**config.mk**
```make
export PLATFORM = sky130hd
export DESIGN_NAME = ps2_key_event_decoder
export DESIGN_NICKNAME = d
export VERILOG_FILES = /design/src/rtl/ps2_pkg.sv /design/src/rtl/ps2_seq_timer.sv /design/src/rtl/ps2_key_event_decoder.sv
export SDC_FILE = /design/constraint.sdc
export NUM_CORES = 1
export LEC_CHECK = 0
export ABC_AREA = 1
export CAP_MARGIN = 20
export CELL_PAD_IN_SITES_DETAIL_PLACEMENT = 1
export CELL_PAD_IN_SITES_GLOBAL_PLACEMENT = 1
export CORE_MARGIN = 8
export CORE_UTILIZATION = 36
export DETAILED_ROUTE_END_ITERATION = 6
export PLACE_DENSITY_LB_ADDON = 0.1
export SETUP_SLACK_MARGIN = 0.5
export SLEW_MARGIN = 10
export SYNTH_ARGS = -nofsm -noshare
export SYNTH_HDL_FRONTEND = slang
export SYNTH_HIERARCHICAL = 1
export SYNTH_SLANG_ARGS = --single-unit
```
**constraint.sdc**
```tcl
create_clock -name clk -period 3 [get_ports clk]
set_clock_uncertainty 0.1 [all_clocks]
set_input_delay 0.9 -clock clk [delete_from_list [all_inputs] [get_ports clk]]
set_output_delay 0.9 -clock clk [all_outputs]
set_load 0.02 [all_outputs]
```
**src/rtl/ps2_pkg.sv**
```systemverilog
// Shared PS/2 definitions: decoder state encoding, protocol prefix bytes,
// keyboard status bytes and the key-code width.
package ps2_pkg;

  localparam int unsigned KEY_W = 9;

  typedef enum logic [2:0] {
    ST_IDLE,
    ST_EXT,
    ST_BRK,
    ST_EXT_BRK,
    ST_SKIP
  } ps2_state_e;

  localparam logic [7:0] PS2_EXT    = 8'hE0;
  localparam logic [7:0] PS2_BRK    = 8'hF0;
  localparam logic [7:0] PS2_PAUSE  = 8'hE1;

  localparam logic [7:0] PS2_BAT_OK = 8'hAA;
  localparam logic [7:0] PS2_ACK    = 8'hFA;
  localparam logic [7:0] PS2_RESEND = 8'hFE;
  localparam logic [7:0] PS2_ECHO   = 8'hEE;
  localparam logic [7:0] PS2_ERR0   = 8'h00;
  localparam logic [7:0] PS2_ERR1   = 8'hFF;

  // Bytes that follow the E1 prefix of the pause sequence.
  localparam logic [2:0] PAUSE_TAIL = 3'd7;

  function automatic logic is_status(input logic [7:0] b);
    return (b == PS2_BAT_OK) || (b == PS2_ACK) || (b == PS2_RESEND) ||
           (b == PS2_ECHO) || (b == PS2_ERR0) || (b == PS2_ERR1);
  endfunction

endpackage

```
**src/rtl/ps2_seq_timer.sv**
```systemverilog
// Mid-sequence idle timer.
//  clk, rst : clock and synchronous active-high reset
//  clear    : restart count at zero (takes priority over enable)
//  enable   : count this cycle
//  expired  : count has reached TIMEOUT_CYCLES-1 while enabled
module ps2_seq_timer #(
  parameter int unsigned TIMEOUT_CYCLES = 2_000_000
) (
  input  logic clk,
  input  logic rst,
  input  logic clear,
  input  logic enable,
  output logic expired
);

  localparam int unsigned TW = $clog2(TIMEOUT_CYCLES);
  localparam logic [TW-1:0] LAST = TW'(TIMEOUT_CYCLES - 1);

  logic [TW-1:0] cnt_q, cnt_d;

  always_comb begin
    cnt_d = cnt_q;
    if (clear)       cnt_d = '0;
    else if (enable) cnt_d = cnt_q + 1'b1;
  end

  assign expired = enable && !clear && (cnt_q == LAST);

  always_ff @(posedge clk) begin
    if (rst) cnt_q <= '0;
    else     cnt_q <= cnt_d;
  end

endmodule

```
**src/rtl/ps2_key_event_decoder.sv**
```systemverilog
// PS/2 scan-code to key-event decoder.
//  clk, rst    : clock, synchronous active-high reset
//  rx_byte     : received scan-code byte, qualified by rx_valid
//  rx_valid    : one-cycle strobe per byte
//  rx_err      : one-cycle strobe, current byte is corrupt
//  last_change : {ext, code} of most recent make/break
//  key_valid   : one-cycle pulse when last_change/key_break update
//  key_break   : 1 = last event was a release
//  key_down    : per-key held bitmap indexed by 9-bit code
//  seq_err     : one-cycle pulse on aborted sequence
module ps2_key_event_decoder
  import ps2_pkg::*;
#(
  parameter int unsigned TIMEOUT_CYCLES = 2_000_000
) (
  input  logic                 clk,
  input  logic                 rst,
  input  logic [7:0]           rx_byte,
  input  logic                 rx_valid,
  input  logic                 rx_err,
  output logic [KEY_W-1:0]     last_change,
  output logic                 key_valid,
  output logic                 key_break,
  output logic [2**KEY_W-1:0]  key_down,
  output logic                 seq_err
);

  ps2_state_e          state_q, state_d;
  logic [2:0]          skip_q, skip_d;
  logic [KEY_W-1:0]    last_change_q, last_change_d;
  logic                key_valid_q, key_valid_d;
  logic                key_break_q, key_break_d;
  logic [2**KEY_W-1:0] key_down_q, key_down_d;
  logic                seq_err_q, seq_err_d;

  logic timer_clear, timer_en, timer_expired;
  logic emit, ev_ext, ev_brk;

  assign timer_clear = rx_valid || rx_err || (state_q == ST_IDLE);
  assign timer_en    = (state_q != ST_IDLE);

  ps2_seq_timer #(.TIMEOUT_CYCLES(TIMEOUT_CYCLES)) u_timer (
    .clk     (clk),
    .rst     (rst),
    .clear   (timer_clear),
    .enable  (timer_en),
    .expired (timer_expired)
  );

  always_comb begin
    state_d       = state_q;
    skip_d        = skip_q;
    last_change_d = last_change_q;
    key_break_d   = key_break_q;
    key_down_d    = key_down_q;
    key_valid_d   = 1'b0;
    seq_err_d     = 1'b0;
    emit          = 1'b0;
    ev_ext        = 1'b0;
    ev_brk        = 1'b0;

    if (rx_err) begin
      state_d   = ST_IDLE;
      skip_d    = '0;
      seq_err_d = 1'b1;
    end else if (rx_valid) begin
      case (state_q)
        ST_IDLE: begin
          if (rx_byte == PS2_EXT) state_d = ST_EXT;
          else if (rx_byte == PS2_BRK) state_d = ST_BRK;
          else if (rx_byte == PS2_PAUSE) begin
            state_d = ST_SKIP;
            skip_d  = PAUSE_TAIL;
          end else if (!is_status(rx_byte)) emit = 1'b1;
        end
        ST_EXT: begin
          if (rx_byte == PS2_BRK) state_d = ST_EXT_BRK;
          else if (rx_byte != PS2_EXT) begin
            emit    = 1'b1;
            ev_ext  = 1'b1;
            state_d = ST_IDLE;
          end
        end
        ST_BRK, ST_EXT_BRK: begin
          state_d = ST_IDLE;
          if (rx_byte == PS2_EXT || rx_byte == PS2_BRK || rx_byte == PS2_PAUSE) begin
            seq_err_d = 1'b1;
          end else begin
            emit   = 1'b1;
            ev_brk = 1'b1;
            ev_ext = (state_q == ST_EXT_BRK);
          end
        end
        ST_SKIP: begin
          skip_d = skip_q - 1'b1;
          if (skip_q == 3'd1) state_d = ST_IDLE;
        end
        default: state_d = ST_IDLE;
      endcase
    end else if (timer_expired) begin
      state_d   = ST_IDLE;
      skip_d    = '0;
      seq_err_d = 1'b1;
    end

    if (emit) begin
      last_change_d             = {ev_ext, rx_byte};
      key_break_d               = ev_brk;
      key_down_d[{ev_ext, rx_byte}] = !ev_brk;
      key_valid_d               = 1'b1;
    end
  end

  always_ff @(posedge clk) begin
    if (rst) begin
      state_q       <= ST_IDLE;
      skip_q        <= '0;
      last_change_q <= '0;
      key_valid_q   <= 1'b0;
      key_break_q   <= 1'b0;
      key_down_q    <= '0;
      seq_err_q     <= 1'b0;
    end else begin
      state_q       <= state_d;
      skip_q        <= skip_d;
      last_change_q <= last_change_d;
      key_valid_q   <= key_valid_d;
      key_break_q   <= key_break_d;
      key_down_q    <= key_down_d;
      seq_err_q     <= seq_err_d;
    end
  end

  assign last_change = last_change_q;
  assign key_valid   = key_valid_q;
  assign key_break   = key_break_q;
  assign key_down    = key_down_q;
  assign seq_err     = seq_err_q;

endmodule

```
# After elaboration in Yosys (flattened, before gate mapping)
# Index checks and enable logic that the tools add are counted.
[word_totals]
wordCells = 97
register_bits = 551
input_bits = 12
[op_classes]
n_eq_ne = 22
magnitude_cmp = 2
add_sub_neg = 2
n_reduce_logical = 23
mux = 40
[op_table]
columns = ["op", "n"]
rows = [
  ["bitwise mux 512 bit", 1],
  ["equality test 8 bit, second input constant", 8],
  ["2-to-1 mux 3 bit", 12],
  ["2-to-1 mux 1 bit", 22],
  ["adder 21 x 1 -> 21 bit, second input constant", 1],
  ["equality test 21 bit, second input constant", 1],
  ["< comparator 9 x 10 -> 1 bit, second input constant", 1],
  ["demux 1 bit (select 9 bit)", 1],
  ["greater-or-equal comparator 9 x 1 -> 1 bit, second input constant", 1],
  ["logical OR 1 bit", 9],
  ["!= test 3 bit, second input constant", 3],
  ["one-hot mux 3 bit (3 select lines)", 1],
  ["zero test 8 bit", 1],
  ["!= test 8 bit, second input constant", 1],
  ["equality test 3 x 1 -> 1 bit, second input constant", 2],
  ["equality test 3 x 2 -> 1 bit, second input constant", 2],
  ["one-hot mux 3 bit (2 select lines)", 1],
  ["OR reduction 2 bit", 3],
  ["!= test 5 x 2 -> 1 bit, second input constant", 1],
  ["AND reduction 5 bit", 1],
  ["!= test 4 bit, second input constant", 1],
  ["AND reduction 4 bit", 1],
  ["equality test 3 bit, second input constant", 1],
  ["logical AND 1 bit", 3],
  ["9 further kinds", 10],
]

# Longest topological paths before layout
[logic_depth]
ltp_word = 14
ltp_mapped = 14

# Modules after synthesis
# The synthesis kept the hierarchy.
[modules_own_cells]
columns = ["module", "cells_each", "seq_area_each_um2", "area_each_um2", "instances"]
rows = [
  ["ps2_key_event_decoder", 3140, 10610.2, 22643.0, 1],
  ["ps2_seq_timer", 185, 420.4, 1194.9, 1],
]

# Worst setup path after synthesis
# Ideal clock, no wire load.
[synth_path]
path_kind = "input port to flip-flop"
from = "input port rx_byte[7]"
to = "register key_down_q[134], in the netlist key_down[134]"
stages = 12
setup_slack_ps = 264
t_arrival_ps = 2504
path_buffers = 3
path_cell_list = "buf_2 nand2_2 nor2_2 nand3_2 nand2_2 buf_6 nand3_2 clkbuf_1 nor2_1 nand3_1 nand2_1 a21oi_1"
[synth_between]
elab_chain_cells = 13
[synth_rtl]
columns = ["item", "line_no", "source"]
rows = [
  ["start, declared", "ps2_key_event_decoder.sv:18", "input logic [7:0] rx_byte,"],
  ["parallel branches: the longest is 13 deep, another holds < comparator 9 x 10 -> 1 bit", "-", ""],
  ["end signal, assigned", "ps2_key_event_decoder.sv:129", "key_down_q <= key_down_d;"],
  ["end, declared", "ps2_key_event_decoder.sv:33", "logic [2**KEY_W-1:0] key_down_q, key_down_d;"],
]
# Parallel ways; which one is timed is not known.
# A chain may end at the register's enable or synchronous reset.

# Worst setup path in the final report
[layout_path]
from = "register key_down_q[481], in the netlist key_down[481]"
to = "output port key_down[481]"
[layout_rtl]
columns = ["item", "line_no", "source"]
rows = [
  ["end, declared", "ps2_key_event_decoder.sv:24", "output logic [2**KEY_W-1:0] key_down,"],
]
# No word-level cell between the ends.

==> PnR_summary.wiki <==
{| class="wikitable"
! Metric !! Value
|-
| Data arrival time of the critical path || 1.48 ns
|-
| GRT met2 Usage || 53.0%
|-
| Max Buffers Root-to-Sink || 3
|-
| Total CTS buffers || 61
|-
| Critical path capture point type || output pin
|-
| PwrDens || 488 mW/mm^2
|-
| Final worst path period need || 2.48 ns
|-
| Number of maximum-capacitance violations || 0
|-
| Drt first-iter violations || 2,329
|-
| Routed via count divided by cell count || 5.76
|-
| Antenna violations before repair || 5
|-
| Total placed instance area || 0.0321 sq mm
|-
| Row Count || 94
|-
| Yosys warns || 6
|-
| Die Y || 273 um
|-
| Fraction of registers with async set or reset after synthesis || 0%
|-
| Non-filler cells in the finished layout || 4,787
|-
| Primary FF master, synth || dfxtp_1
|-
| Achievable frequency || 404 MHz
|-
| Critical path launch point type || flip-flop
|-
| Die Area || 0.0747 sq mm
|-
| Finished Core Util || 51.9%
|-
| All-Layer GR Usage || 31.7%
|-
| Data required, critical path || 2.00 ns
|-
| Remaining design rule violation count || 0
|-
| Clock tree from TritonCTS || built
|-
| Floorplan die width || 273 um
|-
| Routed length per instance || 26.0 um
|-
| Global-route wire length before repair || 184 mm
|-
| Vias in the first global route || 28,400
|-
| Final standard cell area without fillers || 0.0341 sq mm
|-
| Fraction of layout cells with a size suffix above 1 || 12.9%
|-
| Largest voltage drop on the vdd net || 0.000441 V
|-
| Detailed Routing Iterations Pass 1 || 6
|-
| Max-slew violation count || 0
|-
| Status || complete, no violations
|-
| CTS HTree Levels || 2
|-
| Starting density of the core || 36.3%
|-
| Met1 Track Usage GR || 38.6%
|-
| Worst-Skew Late Latency || 0.62 ns
|-
| Total number of clock tree sinks || 551
|-
| Clock transition at the registers of the reported paths || 0.06 ns
|-
| Slew at the pin closest to its max-slew limit || 0.651 ns
|-
| Total negative setup slack || 0 ns
|-
| Highest-delay cell along the critical path || dlygate4sd2_1
|-
| Gate count of the mapped netlist || 3,325
|-
| Via count || 27,600
|-
| Antenna-violating nets left || 0
|-
| Worst-path maximum fanout || 2
|-
| CP Buf/Inv Count || 1
|-
| Flip-flop and latch count after synthesis || 551
|-
| Delay-heaviest family, CP || buffers and inverters
|-
| Remaining Overflow, GRT || 0
|-
| Delay contributed by the slowest stage of the critical path || 0.50 ns
|-
| Number of placed instances, taps included || 4,660
|-
| Buffer type at the clock tree root || clkbuf_16
|-
| Met3 track demand over resource in global routing || 8.64%
|-
| Mapped cell area || 0.0238 sq mm
|-
| Gpl congestion || 0.898
|-
| Synth-to-layout area growth || 42.9%
|-
| EDFF count, synth || 0
|-
| Total Power || 16.6 mW
|-
| Crit share post-route || 82.6%
|-
| Post-route worst setup slack || 0.523 ns
|-
| Final layout net count || 3,888
|-
| Cell chain of the critical path || dlygate4sd2_1
|-
| Static leakage power || 13.9 nW
|-
| Worst hold path class || reg2reg
|-
| Detailed-route wire length || 124 mm
|-
| Hold violation total from the final report || 0
|-
| Number of placed I/O pins || 536
|-
| Sequential-to-total area share from yosys stat || 46.3%
|-
| Gr busiest metal || met2
|-
| Post-Synthesis Mean Instance Area || 7.17 sq um
|-
| Syn Nets || 3,340
|-
| Port Buffers || 535
|-
| Largest net degree at the start of global routing || 132
|-
| Placement-stage worst setup slack || -0.531 ns
|-
| Worst hold slack || 0.319 ns
|-
| Setup repair after global routing missed its margin || yes
|-
| Type of the worst setup path || reg2out
|-
| Detailed placement HPWL || 84.9 mm
|-
| Worst slew margin || 56.6%
|-
| Number of setup violations in the final report || 0
|-
| Core Box Area || 0.0656 sq mm
|-
| Post-synth cell types || 34
|}
-- report_power, final --
part	leakage, nW	switching [mW]	internal [mW]
clock	1.10	3.25	5.02
combinational	8.34	0.705	0.303
sequential	4.44	0.0127	7.33
-- worst paths after layout --
kind / from / endpoint / slack, ns / cells past startpoint
max: key_down[481] / key_down[481] / 0.52 / 1
min: key_down[224] / key_down[224] / 0.32 / 2
max reg2reg: state_q[0] / key_down[41] / 0.70 / 12
min reg2reg: key_down[224] / key_down[224] / 0.32 / 2
-- placed cells by master (no fill, tap or decap), drive strengths merged, types with 2 or more instances in the layout --
| master | instances |
|---|---|
| clkinv | 15 |
| ha | 3 |
| buf | 260 |
| bufinv | 10 |
| bufbuf | 6 |
| nor2 | 408 |
| dlygate4sd2 | 523 |
| a21oi | 504 |
| inv | 106 |
| clkbuf | 90 |
| nand3 | 740 |
| xor2 | 3 |
| o21a | 2 |
| o21ai | 271 |
| clkdlybuf4s15 | 5 |
| nand2 | 380 |
| nor3 | 5 |
| dfxtp | 551 |
| nand4 | 32 |
-- per-layer routing --
layer | up-vias | part of all wire [%]
li1 | 12400 | -
met1 | 13900 | 40
met2 | 1045 | 48
met3 | 260 | 8.4
met4 | 0 | 4.0
met5 | - | 0
-- layout make-up --
type,count,area (sq um)
clock buffers,85,1800
well taps,864,1080
fillers,8056,31600
flip-flops and latches,551,11000
diodes,1,2.50
repair buffers,800,7990
inverters,105,410
clock inverters,27,405
multi-input cells,2354,11300
-- flip-flops by register name, summed over array words and instances, names as in the netlist --
| name | flops |
|---|---|
| key_valid | 1 |
| key_break | 1 |
| u_timer/cnt_q | 21 |
| seq_err | 1 |
| key_down | 512 |
| state_q | 3 |
| skip_q | 3 |
| last_change | 9 |
-- synthesized netlist by cell type (7+ instances only) --
library cell	instances	share of area [%]
buf_2	92	1.9
a21oi_1	502	11
nand4_1	25	0.66
buf_1	16	0.25
nand2_2	13	0.34
nand3_1	734	15
nor2_2	9	0.24
inv_1	85	1.3
inv_2	19	0.30
clkbuf_1	201	3.2
nand2_1	366	5.8
nor2_1	394	6.2
nand4_2	7	0.37
dfxtp_1	551	46
o21ai_1	10	0.21
o21ai_0	261	5.5
-- timing repair --
action / CTS / global route
hold buffers: 0 / 0
buffers inserted: 6 / 1
gates resized for setup: 555 / 67
cloned: 7 / 0
pin swaps: 4 / 7
endpoints found under the setup margin: 1022 / 438
-- kinds of logic after synthesis --
family	synth area share (%)
buffers and inverters	7.25
xor gates and xnor gates	0.110
and+or+nand+nor	29.7
AOI/OAI and AO/OA	16.5
adders and majority gates	0.157
DFF	46.3
(Power assumes the default switching activity.)
